**src/rtl/uart_telemetry_arbiter.sv**
```systemverilog
// Round-robin arbiter sharing one uart_tx between NUM_SRC telemetry FIFOs.
// Each popped word goes out as a header byte {HDR_TAG, id} followed by the word bytes MSB first.
module uart_telemetry_arbiter #(
  parameter int          NUM_SRC    = 2,
  parameter int          WORD_BYTES = 8,
  parameter logic [3:0]  HDR_TAG    = 4'hA,
  localparam int         GW         = (NUM_SRC > 1) ? $clog2(NUM_SRC) : 1
) (
  input  logic                          clk,
  input  logic                          reset_n,
  input  logic                          en,
  input  logic [NUM_SRC-1:0]            src_empty,
  input  logic [NUM_SRC*8*WORD_BYTES-1:0] src_data,
  output logic [NUM_SRC-1:0]            src_rd_en,
  output logic                          uart_start_tx,
  output logic [7:0]                    uart_tx_din,
  input  logic                          uart_tx_done,
  output logic                          busy,
  output logic [GW-1:0]                 grant_id
);

  // state  | meaning
  // IDLE   | waiting for en and a non-empty FIFO; pops the winner
  // CAPT   | FIFO dout valid, latch word and prepare header byte
  // HDR    | start header byte
  // WAIT   | byte in flight; on done send next word byte or finish
  // DONE   | advance round-robin pointer, drop busy
  typedef enum logic [2:0] {S_IDLE, S_CAPT, S_HDR, S_WAIT, S_DONE} state_t;

  localparam int DW = 8 * WORD_BYTES;
  localparam int CW = $clog2(WORD_BYTES + 1);

  state_t          state, state_nxt;
  logic [GW-1:0]   rr_ptr;
  logic [GW-1:0]   gnt_idx;
  logic [GW-1:0]   cand;
  logic            gnt_found;
  logic            fire;
  logic [DW-1:0]   word_reg;
  logic [CW-1:0]   byte_cnt;
  logic            start_pend;
  logic            last_byte;

  always_comb begin
    gnt_found = 1'b0;
    gnt_idx   = '0;
    cand      = '0;
    for (int k = 1; k <= NUM_SRC; k++) begin
      cand = GW'((int'(rr_ptr) + k) % NUM_SRC);
      if (!gnt_found && !src_empty[cand]) begin
        gnt_found = 1'b1;
        gnt_idx   = cand;
      end
    end
  end

  assign fire      = (state == S_IDLE) && en && gnt_found;
  assign last_byte = (byte_cnt == CW'(WORD_BYTES));

  // Gated by reset_n so a FIFO is never popped while the block is held in reset.
  assign src_rd_en     = (fire && reset_n) ? (NUM_SRC'(1) << gnt_idx) : '0;
  assign uart_start_tx = (state == S_HDR) || start_pend;

  always_comb begin
    state_nxt = state;
    case (state)
      S_IDLE: if (fire) state_nxt = S_CAPT;
      S_CAPT: state_nxt = S_HDR;
      S_HDR:  state_nxt = S_WAIT;
      S_WAIT: if (uart_tx_done && last_byte) state_nxt = S_DONE;
      S_DONE: state_nxt = S_IDLE;
      default: state_nxt = S_IDLE;
    endcase
  end

  always_ff @(posedge clk or negedge reset_n) begin
    if (!reset_n) state <= S_IDLE;
    else          state <= state_nxt;
  end

  always_ff @(posedge clk or negedge reset_n) begin
    if (!reset_n) begin
      rr_ptr      <= GW'(NUM_SRC - 1);
      grant_id    <= '0;
      busy        <= 1'b0;
      word_reg    <= '0;
      uart_tx_din <= '0;
      byte_cnt    <= '0;
      start_pend  <= 1'b0;
    end else begin
      start_pend <= 1'b0;
      case (state)
        S_IDLE: begin
          if (fire) begin
            grant_id <= gnt_idx;
            busy     <= 1'b1;
          end
        end
        S_CAPT: begin
          word_reg    <= src_data[grant_id*DW +: DW];
          uart_tx_din <= {HDR_TAG, 4'(grant_id)};
          byte_cnt    <= '0;
        end
        S_WAIT: begin
          // Word is shifted left so the next byte to send is always the top one.
          if (uart_tx_done && !last_byte) begin
            uart_tx_din <= word_reg[DW-1 -: 8];
            word_reg    <= word_reg << 8;
            byte_cnt    <= byte_cnt + CW'(1);
            start_pend  <= 1'b1;
          end
        end
        S_DONE: begin
          rr_ptr <= grant_id;
          busy   <= 1'b0;
        end
        default: ;
      endcase
    end
  end

endmodule
```
**config.mk**
```make
export PLATFORM = sky130hd
export DESIGN_NAME = uart_telemetry_arbiter
export DESIGN_NICKNAME = d
export VERILOG_FILES = /design/src/rtl/uart_telemetry_arbiter.sv
export SDC_FILE = /design/constraint.sdc
export NUM_CORES = 1
export LEC_CHECK = 0
export CORE_MARGIN = 1.5
export CORE_UTILIZATION = 42
export CTS_CLUSTER_SIZE = 40
export DETAILED_ROUTE_END_ITERATION = 8
export GPL_TIMING_DRIVEN = 0
export PLACE_DENSITY = 0.77
export REMOVE_ABC_BUFFERS = 1
export SYNTH_ARGS = -nofsm -noshare
export SYNTH_HDL_FRONTEND = slang
export SYNTH_SLANG_ARGS = --single-unit
```
**constraint.sdc**
```tcl
create_clock -name clk -period 1.4 [get_ports clk]
set_input_delay 0.35 -clock clk [delete_from_list [all_inputs] [get_ports clk]]
set_output_delay 0.35 -clock clk [all_outputs]
set_load 0.05 [all_outputs]
```
# Word level (Yosys, flattened, before mapping)
# Cells that the tools add are included.
# word_totals
ff_bits,83
latch_bits,0
ram_bits,0
rom_bits,0
in_bits,134
output_inout_bits,13
elab_cells,61
memories,0
# classes
addsub,3
multipliers,0
div_mod_pow,0
n_lt_le_gt_ge,2
eq_ne,8
shifts,2
mux,22
bitwise_logic,0
reduce_logical,16
# op_table
operator,count
$pmux 64 s2,1
$shiftx 128x8->64,1
$mux 64,1
$pmux 8 s2,1
$pmux 3 s4,1
$mux 1,11
$mux 8,1
$pmux 4 s2,1
$reduce_and 2->1,4
$eq 3x2->1 const B,2
$logic_and 1x1->1,6
$mux 3,2
$ne 2x2->1 const B,3
$add 4x1->4 const B,1
$eq 4x4->1 const B,1
$lt 1x2->1 const B,2
$mux 4,1
$reduce_bool 2->1,2
$eq 3x1->1 const B,1
$eq 3x3->1 const B,1
$logic_not 3->1,1
$add 1x1->1 const B,2
$logic_not 1->1,2
$mux 2,1
other kinds (3),3

# Longest topological paths before layout
# Gate-level depths: netlist of run 1.
# depth
ltp_word,9
mapped_depth,8
mapped_depth_nobuf,6

# Worst setup path before layout of run 1
# Ideal clock, no wire load.
# synth_timing
kind,register to output
from,register state[1]
to,output src_rd_en[0]
arrival_time_ns,1.666
t_required_ns,1.050
setup_slack_ns,-0.616
path_stages_with_launch,5
n_path_buf,1
cell_sequence,dfrtp_1 buf_2 nor4_1 nand2_1 nor2_1
# synth_via
elab_chain_len,5
# synth_rtl
item,line_no,source
"start, declared",33,"state_t state, state_nxt;"
"start signal, assigned",78,else state <= state_nxt;
$logic_not 3->1,57,assign fire = (state == S_IDLE) && en && gnt_found;
$logic_and 1x1->1 (2 in series),57,
$logic_and 1x1->1,61,assign src_rd_en = (fire && reset_n) ? (NUM_SRC'(1) << gnt_idx) : '0;
$mux 2,61,
"end, declared",14,"output logic [NUM_SRC-1:0] src_rd_en,"
# Every way passes these cells.

# Worst setup path after layout of run 1
# Ends and elaborated chain as after synthesis.

==> results.py, run 1 <==
metrics = {
    "outcome": {
        "outcome": "finished with violations",
        "failed_checks": "hold timing, setup timing",
    },
    "drt": {
        "drt_pass1_iterations": 5,
        "ant_nets": 0,
        "detail_route.iter0.violations": 282,
        "routed_via_density": 5.908,
        "routed_wl_mm": 19.12,
        "route.detailed.drc": 0,
        "wl_per_cell_um": 22.44,
        "vias": 5034,
    },
    "place": {
        "placed_area_um2": 5948,
        "dp_hpwl_mm": 6.820,
        "pre_cts_slack_ns": -1.405,
        "globalplace.congestion": 0.7154,
        "io_buffers": 146,
    },
    "floorplanning": {
        "initial_utilization": 0.4313,
        "num_rows": 37,
        "ioPinCount": 147,
        "fp.dieW_um": 105.7,
        "core_area_um2": 10280,
        "fp.dieArea_um2": 11180,
        "die_h_um": 105.7,
    },
    "cells_and_area": {
        "fillers": 555,
        "multi_input_area_um2": 3332,
        "drive_gt1_frac": 0.4427,
        "design_area_um2": 8592,
        "area_growth_pct": 93.82,
        "final-seq-area_um2": 2086,
        "largest_reg_flops": 64,
        "final_nets": 848,
        "diodes": 0,
    },
    "global_route": {
        "grtUsageTotal": 0.3031,
        "first_global_vias": 4831,
        "grt_overflow": 0,
        "antenna_found_initial": 0,
        "grt_start_max_net_pins": 45,
        "grt_pass1_wl_mm": 25.86,
    },
    "hold_path": {
        "min_path_type": "primary input to async pin",
    },
    "logic_synthesis": {
        "yosys_warnings": 0,
        "synth_seq_area_share": 0.4688,
        "synthTopCellsByArea": "dfrtp_1 (46%), mux2i_1 (15%), nand2_1 (6.8%)",
        "yosysTopAreaCell": "dfrtp_1",
        "yosysMostFrequentCell": "dfrtp_1",
        "ys_ff_latch": 83,
        "synth_common_cells": "dfrtp_1 (82), nand2_1 (80), mux2i_1 (65), nor2_1 (60), o21ai_1 (59)",
        "synth_flop_cell": "dfrtp_1",
        "synthesis.area_um2": 4433,
        "synth-edff-count": 0,
        "async_flop_share": 1.000,
        "synth.top_cell.area_share": 0.4629,
        "avgSynthCellArea_um2": 8.956,
        "ys_types": 38,
        "syn_inst": 495,
    },
    "timing": {
        "tns_ns": -24.89,
        "skew_ns": 0.01774,
        "max_freq_ghz": 0.5220,
        "setup_ws_ns": -0.5155,
        "finalSetupViolCount": 83,
        "finalHoldViolCount": 41,
        "drv_slew": 0,
        "period_needed_ns": 1.916,
        "slew_headroom": 0.7210,
        "rsz0062_at_grt": "true",
        "period_share": 1.368,
        "holdWs_ns": -0.09914,
        "worstMarginPinSlew_ns": 0.4186,
    },
    "flow_run": {
        "cap_violations": 0,
    },
    "setup_path": {
        "worst_setup_path_end_kind": "output pin",
        "crit_type": "flop to output pin",
        "crit_fanout": 3,
        "worstPathRequired_ns": 1.05,
        "startpoint_type": "flop",
        "worstPathArrival_ns": 1.57,
    },
    "pwr": {
        "leakagePower_uw": 0.003587,
        "p_per_area_nw_per_um2": 2220,
        "ir_drop_v": 0.001338,
    },
    "cts": {
        "clk_path_buf_depth": 2,
        "cts.sink_count": 83,
        "ctsRootBufferMaster": "clkbuf_8",
        "cts_htree_levels": 3,
        "clk_pin_slew_ns": 0.09,
        "insertion_delay_ns": 0.36,
        "cts_tree": "done",
        "numCtsBuffers": 9,
    },
}
-- routing by layer --
| metal | track usage | vias to the layer above | part of all wire |
|---|---|---|---|
| met3 | 0.03772 | 78 | 0.059 |
| li1 | - | 2177 | - |
| met1 | 0.3792 | 2498 | 0.39 |
| met4 | 0.1062 | 0 | 0.042 |
| met2 | 0.5371 | 281 | 0.51 |
| met5 | 0 | - | 0 |
-- timing repair --
item	in CTS	in global routing
cloned	33	7
gates resized for setup	287	138
endpoints found under the hold margin	41	41
pin swaps	112	63
setup buffers	36	32
endpoints found under the setup margin	93	87
-- where the power goes --
group,switching (µW),internal [µW]
Combinational,6840,6380
Sequential,842,3290
Clock,911,811
-- kinds of logic after synthesis --
group / share of synthesized area
flip-flops: 0.4688
multiplexers: 0.1544
AND/OR/NAND/NOR: 0.1471
adder cells (fa/ha/maj): 0.005644
AO/OA/AOI/OAI: 0.1719
buffers and inverters: 0.05221
-- final timing paths --
path	start	endpoint	slack [ns]	cells after the start
hold reg to reg	uart_tx_din[4]	uart_tx_din[4]	0.49	2
min in group clk	src_empty[0]	state[0]	0.48	4
setup reg to reg	state[1]	word_reg[53]	-0.40	9
hold / removal	reset_n	word_reg[61]	-0.1	1
max in group asynchronous	reset_n	rr_ptr	0.87	2
setup / recovery	state[1]	src_rd_en[0]	-0.52	4
-- cell usage in the layout (no fill, tap or decap), types with 18 or more instances in the layout --
cell	netlist	final
buf_12	0	20
nand2_1	80	49
mux2i_1	65	62
o21ai_1	59	27
buf_16	0	18
buf_6	1	22
nand2_4	0	21
dfrtp_1	82	78
nor2_1	60	21
nor2_4	0	33
a21oi_2	0	36
clkdlybuf4s50_1	0	129
buf_4	9	28
o21ai_2	0	35
-- through the flow --
step	instances	hold slack (ns)	total power (µW)	util
after detailed placement	742	0.3737	9004	0.5788
final	852	-0.09914	19080	0.8360
after global routing	852	-0.07990	19760	0.8360
after global placement	738	0.4600	7548	0.5690
after CTS	826	-0.09248	16650	0.7719
after floorplan	456	0.05441	7049	-
-- critical path, cell delays in order (launching register included) --
cell     delay [ns]
dfrtp_2        0.45
nor4_4         0.31
nand2_1        0.13
nor2_2         0.15
buf_6          0.17
-- area by class of cell --
class	count	share of cell area
clock inverters	5	0.006407
clock buffers	10	0.01485
multi-input cells	381	0.3878
inverters	4	0.001747
repair buffers	233	0.3266
flip-flops and latches	83	0.2428
well taps	136	0.01980
(Power assumes the default switching activity.)
==> inputs of run 2 (changes only) <==
==> constraint.sdc (replaced) <==
create_clock -name clk -period 1.4 [get_ports clk]
set_input_delay 0.28 -clock clk [delete_from_list [all_inputs] [get_ports clk]]
set_output_delay 0.28 -clock clk [all_outputs]
set_load 0.05 [all_outputs]
==> run 2 against run 1 <==
Net effect: the flow still finishes with violations (hold timing, setup timing); via count down 3.3%; maximum frequency increased by 0.75%; setup slack gained 0.014 ns; flip-flop and latch count unchanged; sequential share of layout area rose by 0.81 points; die area did not move; hold slack worse by 0.077 ns; clock power barely moved; critical path depth grew 6; combinational power decreased by 12%; clock skew is 0.0027 ns higher.
==> results.py, run 2 (synthesized netlist as in run 1, its figures left out) <==
metrics = {
    "setup_path": {
        "crit_type": "flop to flop",
        "cp_top_family": "buffers and inverters",
        "cp_num_buf_inv": 6,
        "worst_setup_path_end_kind": "flop",
        "rrSetupSlack_ns": -0.50,
        "r2r-start": "state[1]",
        "startpoint_type": "flop",
        "reg2reg_depth": 10,
        "cp.depth": 10,
        "crit_fanout": 8,
        "rr_endpoint": "word_reg[46]",
        "slowest_stage": "dfrtp_2",
        "critical-path-max-stage-delay_ns": 0.47,
        "worstPathArrival_ns": 2.13,
        "crit_chain": "buf_6, buf_6, nand4b_1, buf_4, nand3_4, buf_12, buf_12, buf_16, nand2_4, o21ai_2",
        "worstPathRequired_ns": 1.63,
    },
    "cts": {
        "numCtsBuffers": 9,
        "cts_tree": "done",
        "ctsRootBufferMaster": "clkbuf_8",
        "insertion_delay_ns": 0.36,
        "cts.sink_count": 83,
        "clk_path_buf_depth": 2,
        "cts_htree_levels": 3,
        "clk_pin_slew_ns": 0.10,
    },
    "timing": {
        "holdWs_ns": -0.1764,
        "slew_headroom": 0.7210,
        "rsz0062_at_grt": "true",
        "period_needed_ns": 1.901,
        "finalSetupViolCount": 82,
        "setup_ws_ns": -0.5012,
        "drv_slew": 0,
        "skew_ns": 0.02048,
        "period_share": 1.358,
        "tns_ns": -29.76,
        "finalHoldViolCount": 41,
        "max_freq_ghz": 0.5260,
        "worstMarginPinSlew_ns": 0.4185,
    },
    "cells_and_area": {
        "largest_reg_flops": 64,
        "fin_cells": 847,
        "area_growth_pct": 87.58,
        "final_cell_mix": "clkdlybuf4s50_1 (129), dfrtp_1 (78), mux2i_1 (65), nor2_1 (58), a21oi_1 (48)",
        "final-seq-area_um2": 2086,
        "final_common_cell": "clkdlybuf4s50_1",
        "multi_input_area_um2": 3124,
        "fillers": 611,
        "diodes": 0,
        "drive_gt1_frac": 0.3882,
        "final_nets": 843,
    },
    "floorplanning": {
        "fp.dieArea_um2": 11180,
        "core_area_um2": 10280,
        "num_rows": 37,
        "initial_utilization": 0.4313,
        "fp.dieW_um": 105.7,
        "die_h_um": 105.7,
        "ioPinCount": 147,
    },
    "outcome": {
        "failed_checks": "hold timing, setup timing",
        "outcome": "finished with violations",
    },
    "place": {
        "dp.cells": 742,
        "pre_cts_slack_ns": -1.265,
        "dp_hpwl_mm": 6.820,
        "globalplace.congestion": 0.7154,
        "io_buffers": 146,
    },
    "drt": {
        "wl_per_cell_um": 20.90,
        "detail_route.iter0.violations": 234,
        "drt_pass1_iterations": 5,
        "routed_wl_mm": 17.71,
        "routed_via_density": 5.750,
        "ant_nets": 0,
        "vias": 4870,
        "route.detailed.drc": 0,
    },
    "global_route": {
        "grt_overflow": 0,
        "first_global_vias": 4874,
        "antenna_found_initial": 0,
        "grt_start_max_net_pins": 45,
        "grtUsageTotal": 0.2936,
        "grt_pass1_wl_mm": 25.31,
    },
    "pwr": {
        "ir_drop_v": 0.001324,
        "finalPower_uw": 17440,
        "leakagePower_uw": 0.003681,
        "p_per_area_nw_per_um2": 2097,
    },
    "flow_run": {
        "cap_violations": 0,
    },
    "hold_path": {
        "min_path_type": "primary input to async pin",
    },
}
[run 2: cell types whose count changed in the layout (fill, tap and decap cells not counted), sizes merged]
cell and delta:
and3b -2, buf -6, clkbuf -3, dlygate4sd2 +3, nand3 +3
[run 2: area by class of cell]
type                       instances  area share
multi-input combinational        382      0.3757
clock inverter                     5    0.006621
timing repair buffer             227      0.3292
clock buffer                      10     0.01535
inverter                           4    0.001806
tap                              136     0.02046
sequential                        83      0.2508
[run 2: metal layers]
metal / GRT usage / up-vias / wire length [µm]
li1: - / 2173 / -
met1: 0.3597 / 2412 / 6909
met2: 0.5037 / 232 / 8961
met3: 0.05566 / 53 / 1286
met4: 0.1264 / 0 / 549
met5: 0 / - / 0
[run 2: repair_timing]
action | in CTS | in global routing
cloned | 29 | 6
pin swaps | 45 | 67
buffers inserted | 45 | 20
endpoints found under the hold margin | 41 | 41
setup endpoints to repair | 93 | 87
gates resized for setup | 204 | 154
[run 2: per-stage QoR]
stage | hold WS (ns) | utilization | cell area, µm²
floorplan | -0.01559 | - | 4217
global placement | 0.4600 | 0.5690 | 5848
detailed placement | 0.3037 | 0.5788 | 5948
CTS | -0.07993 | 0.7454 | 7661
global route | -0.1449 | 0.8091 | 8315
finish | -0.1764 | 0.8091 | 8315
[run 2: worst max path at each step]
stage | startpoint | endpoint | slack [ns]
final | state[1] | word_reg[46] | -0.50
after global placement | reset_n | src_rd_en[1] | -3.60
after floorplan | state[1] | byte_cnt[3] | -1.97
after detailed placement | en | src_rd_en[0] | -1.27
after global routing | state[1] | word_reg[46] | -0.52
after CTS | state[1] | src_rd_en[0] | -0.40
[run 2: power breakdown]
group | total (µW) | internal (µW) | switching (µW) | leakage (µW)
Sequential | 4140 | 3290 | 848 | 0.00109
Combinational | 11600 | 5560 | 6010 | 0.00251
Clock | 1730 | 811 | 916 | 0.0000881
Total | 17400 | 9660 | 7770 | 0.00368
[run 2: worst reg2reg max path, cell delays in order, from the launching register on]
cell and delay, ns:
dfrtp_2 0.47, buf_6 0.14, buf_6 0.11, nand4b_1 0.19
buf_4 0.17, nand3_4 0.12, buf_12 0.18, buf_12 0.13
buf_16 0.15, nand2_4 0.06, o21ai_2 0.05
==> inputs of run 3 (changes only) <==
Settings changed: CAP_MARGIN set to 10.
==> run 3 against run 2 <==
Net effect: the run still ends with hold timing, setup timing left; clock skew fell by 0.0056 ns; cell area fell by 4.3%; setup slack improved by 0.081 ns; hold slack improved by 0.0086 ns; wire length fell by 4.0%; maximum frequency rose by 4.5%; sequential power fell by 3%; register-to-register slack improved by 0.09 ns; die area did not move; sequential share of layout area rose by 1.1 points; critical path type is now flop to output pin; critical endpoint is now src_rd_en[0]; largest cell class unchanged; largest power group unchanged; highest routed layer unchanged.
==> results.py, run 3 (synthesized netlist as in run 1, its figures left out) <==
metrics = {
    "place": {
        "placed_area_um2": 5948,
        "dp_hpwl_mm": 6.881,
        "io_buffers": 146,
        "globalplace.congestion": 0.7154,
    },
    "global_route": {
        "first_global_vias": 4942,
        "grtUsageTotal": 0.2895,
        "antenna_found_initial": 0,
        "grt_overflow": 0,
        "grt_start_max_net_pins": 45,
        "grt_pass1_wl_mm": 25.07,
    },
    "timing": {
        "setup_ws_ns": -0.4200,
        "period_share": 1.300,
        "skew_ns": 0.01484,
        "finalSetupViolCount": 80,
        "slew_headroom": 0.7250,
        "finalHoldViolCount": 41,
        "rsz0062_at_grt": "true",
        "max_freq_ghz": 0.5494,
        "drv_slew": 0,
        "worstMarginPinSlew_ns": 0.4125,
        "holdWs_ns": -0.1679,
        "period_needed_ns": 1.820,
    },
    "floorplanning": {
        "initial_utilization": 0.4313,
        "core_area_um2": 10280,
        "die_h_um": 105.7,
        "fp.dieArea_um2": 11180,
        "ioPinCount": 147,
        "num_rows": 37,
        "fp.dieW_um": 105.7,
    },
    "cells_and_area": {
        "design_area_um2": 7958,
        "post-route-util": 0.7743,
        "fillers": 662,
        "final_common_cell": "clkdlybuf4s50_1",
        "area_growth_pct": 79.51,
        "final-seq-area_um2": 2086,
        "diodes": 0,
        "largest_reg_flops": 64,
        "drive_gt1_frac": 0.3362,
        "final_nets": 833,
        "multi_input_area_um2": 2885,
        "final_cell_mix": "clkdlybuf4s50_1 (129), dfrtp_1 (78), mux2i_1 (65), nor2_1 (57), nand2_1 (51)",
    },
    "cts": {
        "insertion_delay_ns": 0.35,
        "numCtsBuffers": 9,
        "cts_tree": "done",
        "clk_pin_slew_ns": 0.10,
        "cts.sink_count": 83,
        "clk_path_buf_depth": 2,
        "cts_htree_levels": 3,
        "ctsRootBufferMaster": "clkbuf_8",
    },
    "drt": {
        "route.detailed.drc": 0,
        "vias": 4805,
        "ant_nets": 0,
        "routed_via_density": 5.734,
        "drt_pass1_iterations": 5,
        "detail_route.iter0.violations": 266,
        "routed_wl_mm": 17.00,
        "wl_per_cell_um": 20.29,
    },
    "setup_path": {
        "reg2reg_depth": 8,
        "crit_start": "state[1]",
        "crit_type": "flop to output pin",
        "worstPathRequired_ns": 1.12,
        "worst_setup_path_end_kind": "output pin",
        "rrSetupSlack_ns": -0.41,
        "crit_fanout": 4,
        "r2r-start": "state[1]",
        "cp-endpoint": "src_rd_en[0]",
        "startpoint_type": "flop",
        "rr_endpoint": "byte_cnt[1]",
        "worstPathArrival_ns": 1.54,
    },
    "outcome": {
        "outcome": "finished with violations",
        "failed_checks": "hold timing, setup timing",
    },
    "pwr": {
        "ir_drop_v": 0.001554,
        "p_per_area_nw_per_um2": 2119,
        "leakagePower_uw": 0.003375,
    },
    "hold_path": {
        "min_path_type": "primary input to async pin",
    },
    "flow_run": {
        "cap_violations": 0,
    },
}
## run 3: cell types whose count changed in the layout (fill, tap and decap cells not counted), moves of 3 or more
| cell | previous run | this run |
|---|---|---|
| a21oi_1 | 48 | 33 |
| a21oi_2 | 10 | 21 |
| a21oi_4 | 0 | 4 |
| buf_4 | 25 | 21 |
| buf_6 | 19 | 16 |
| nand2_1 | 20 | 51 |
| nand2_2 | 18 | 22 |
| nand2_4 | 42 | 7 |
| o21ai_1 | 16 | 32 |
| o21ai_2 | 44 | 31 |
| o21ai_4 | 4 | 1 |
## run 3: metrics by stage
step | instances | TNS [ns] | worst slack [ns] | total power [µW]
floorplan | 456 | -150.82 | -1.971 | 7049
global placement | 738 | -467.46 | -3.597 | 7548
detailed placement | 742 | -67.37 | -1.277 | 9016
CTS | 823 | -14.18 | -0.3997 | 15400
global route | 838 | -26.47 | -0.4918 | 17650
finish | 838 | -22.74 | -0.4200 | 16860
## run 3: worst max-delay path, cell delays in order, from the launching register on
cell	delay, ns
dfrtp_2	0.46
nor4_4	0.33
nand2_1	0.11
nor2_2	0.12
buf_6	0.17
## run 3: how the worst min path moves through the flow
| stage | to | slack (ns) | depth (start not counted) |
|---|---|---|---|
| 6_report | word_reg[61] | -0.17 | 1 |
| 5_1_grt | word_reg[61] | -0.16 | 1 |
| 4_1_cts | word_reg[61] | -0.08 | 1 |
| 3_5_place_dp | state[1] | 0.31 | 1 |
| 3_3_place_gp | word_reg[5] | 0.46 | 2 |
| 2_1_floorplan | busy | -0.02 | 0 |
## run 3: area by class of cell
cell class / instances / share of cell area
Multi-Input combinational cell: 383 / 0.3626
Sequential cell: 83 / 0.2621
Clock buffer: 10 / 0.01730
Clock inverter: 6 / 0.008176
Timing Repair Buffer: 216 / 0.3266
Inverter: 4 / 0.001887
Tap cell: 136 / 0.02138
## run 3: timing repair
item,4_1_cts,5_1_grt
gates cloned,29,5
setup endpoints to repair,93,88
hold endpoints to repair,41,41
setup buffers,36,12
resized for setup,221,49
pin swaps,64,26
## run 3: power breakdown
part	total [µW]	switching, µW	internal, µW	leakage (µW)
Combinational	11000	5640	5390	0.00219
Sequential	4020	728	3290	0.00109
Clock	1800	930	875	0.000102
## run 3: layer usage
layer  vias to the layer above  GRT usage  part of all wire
met5                         -          0                 0
met4                         0     0.1091             0.024
met3                        40    0.05566             0.065
met2                       257     0.5014              0.51
met1                      2355     0.3565              0.40
li1                       2153          -                 -
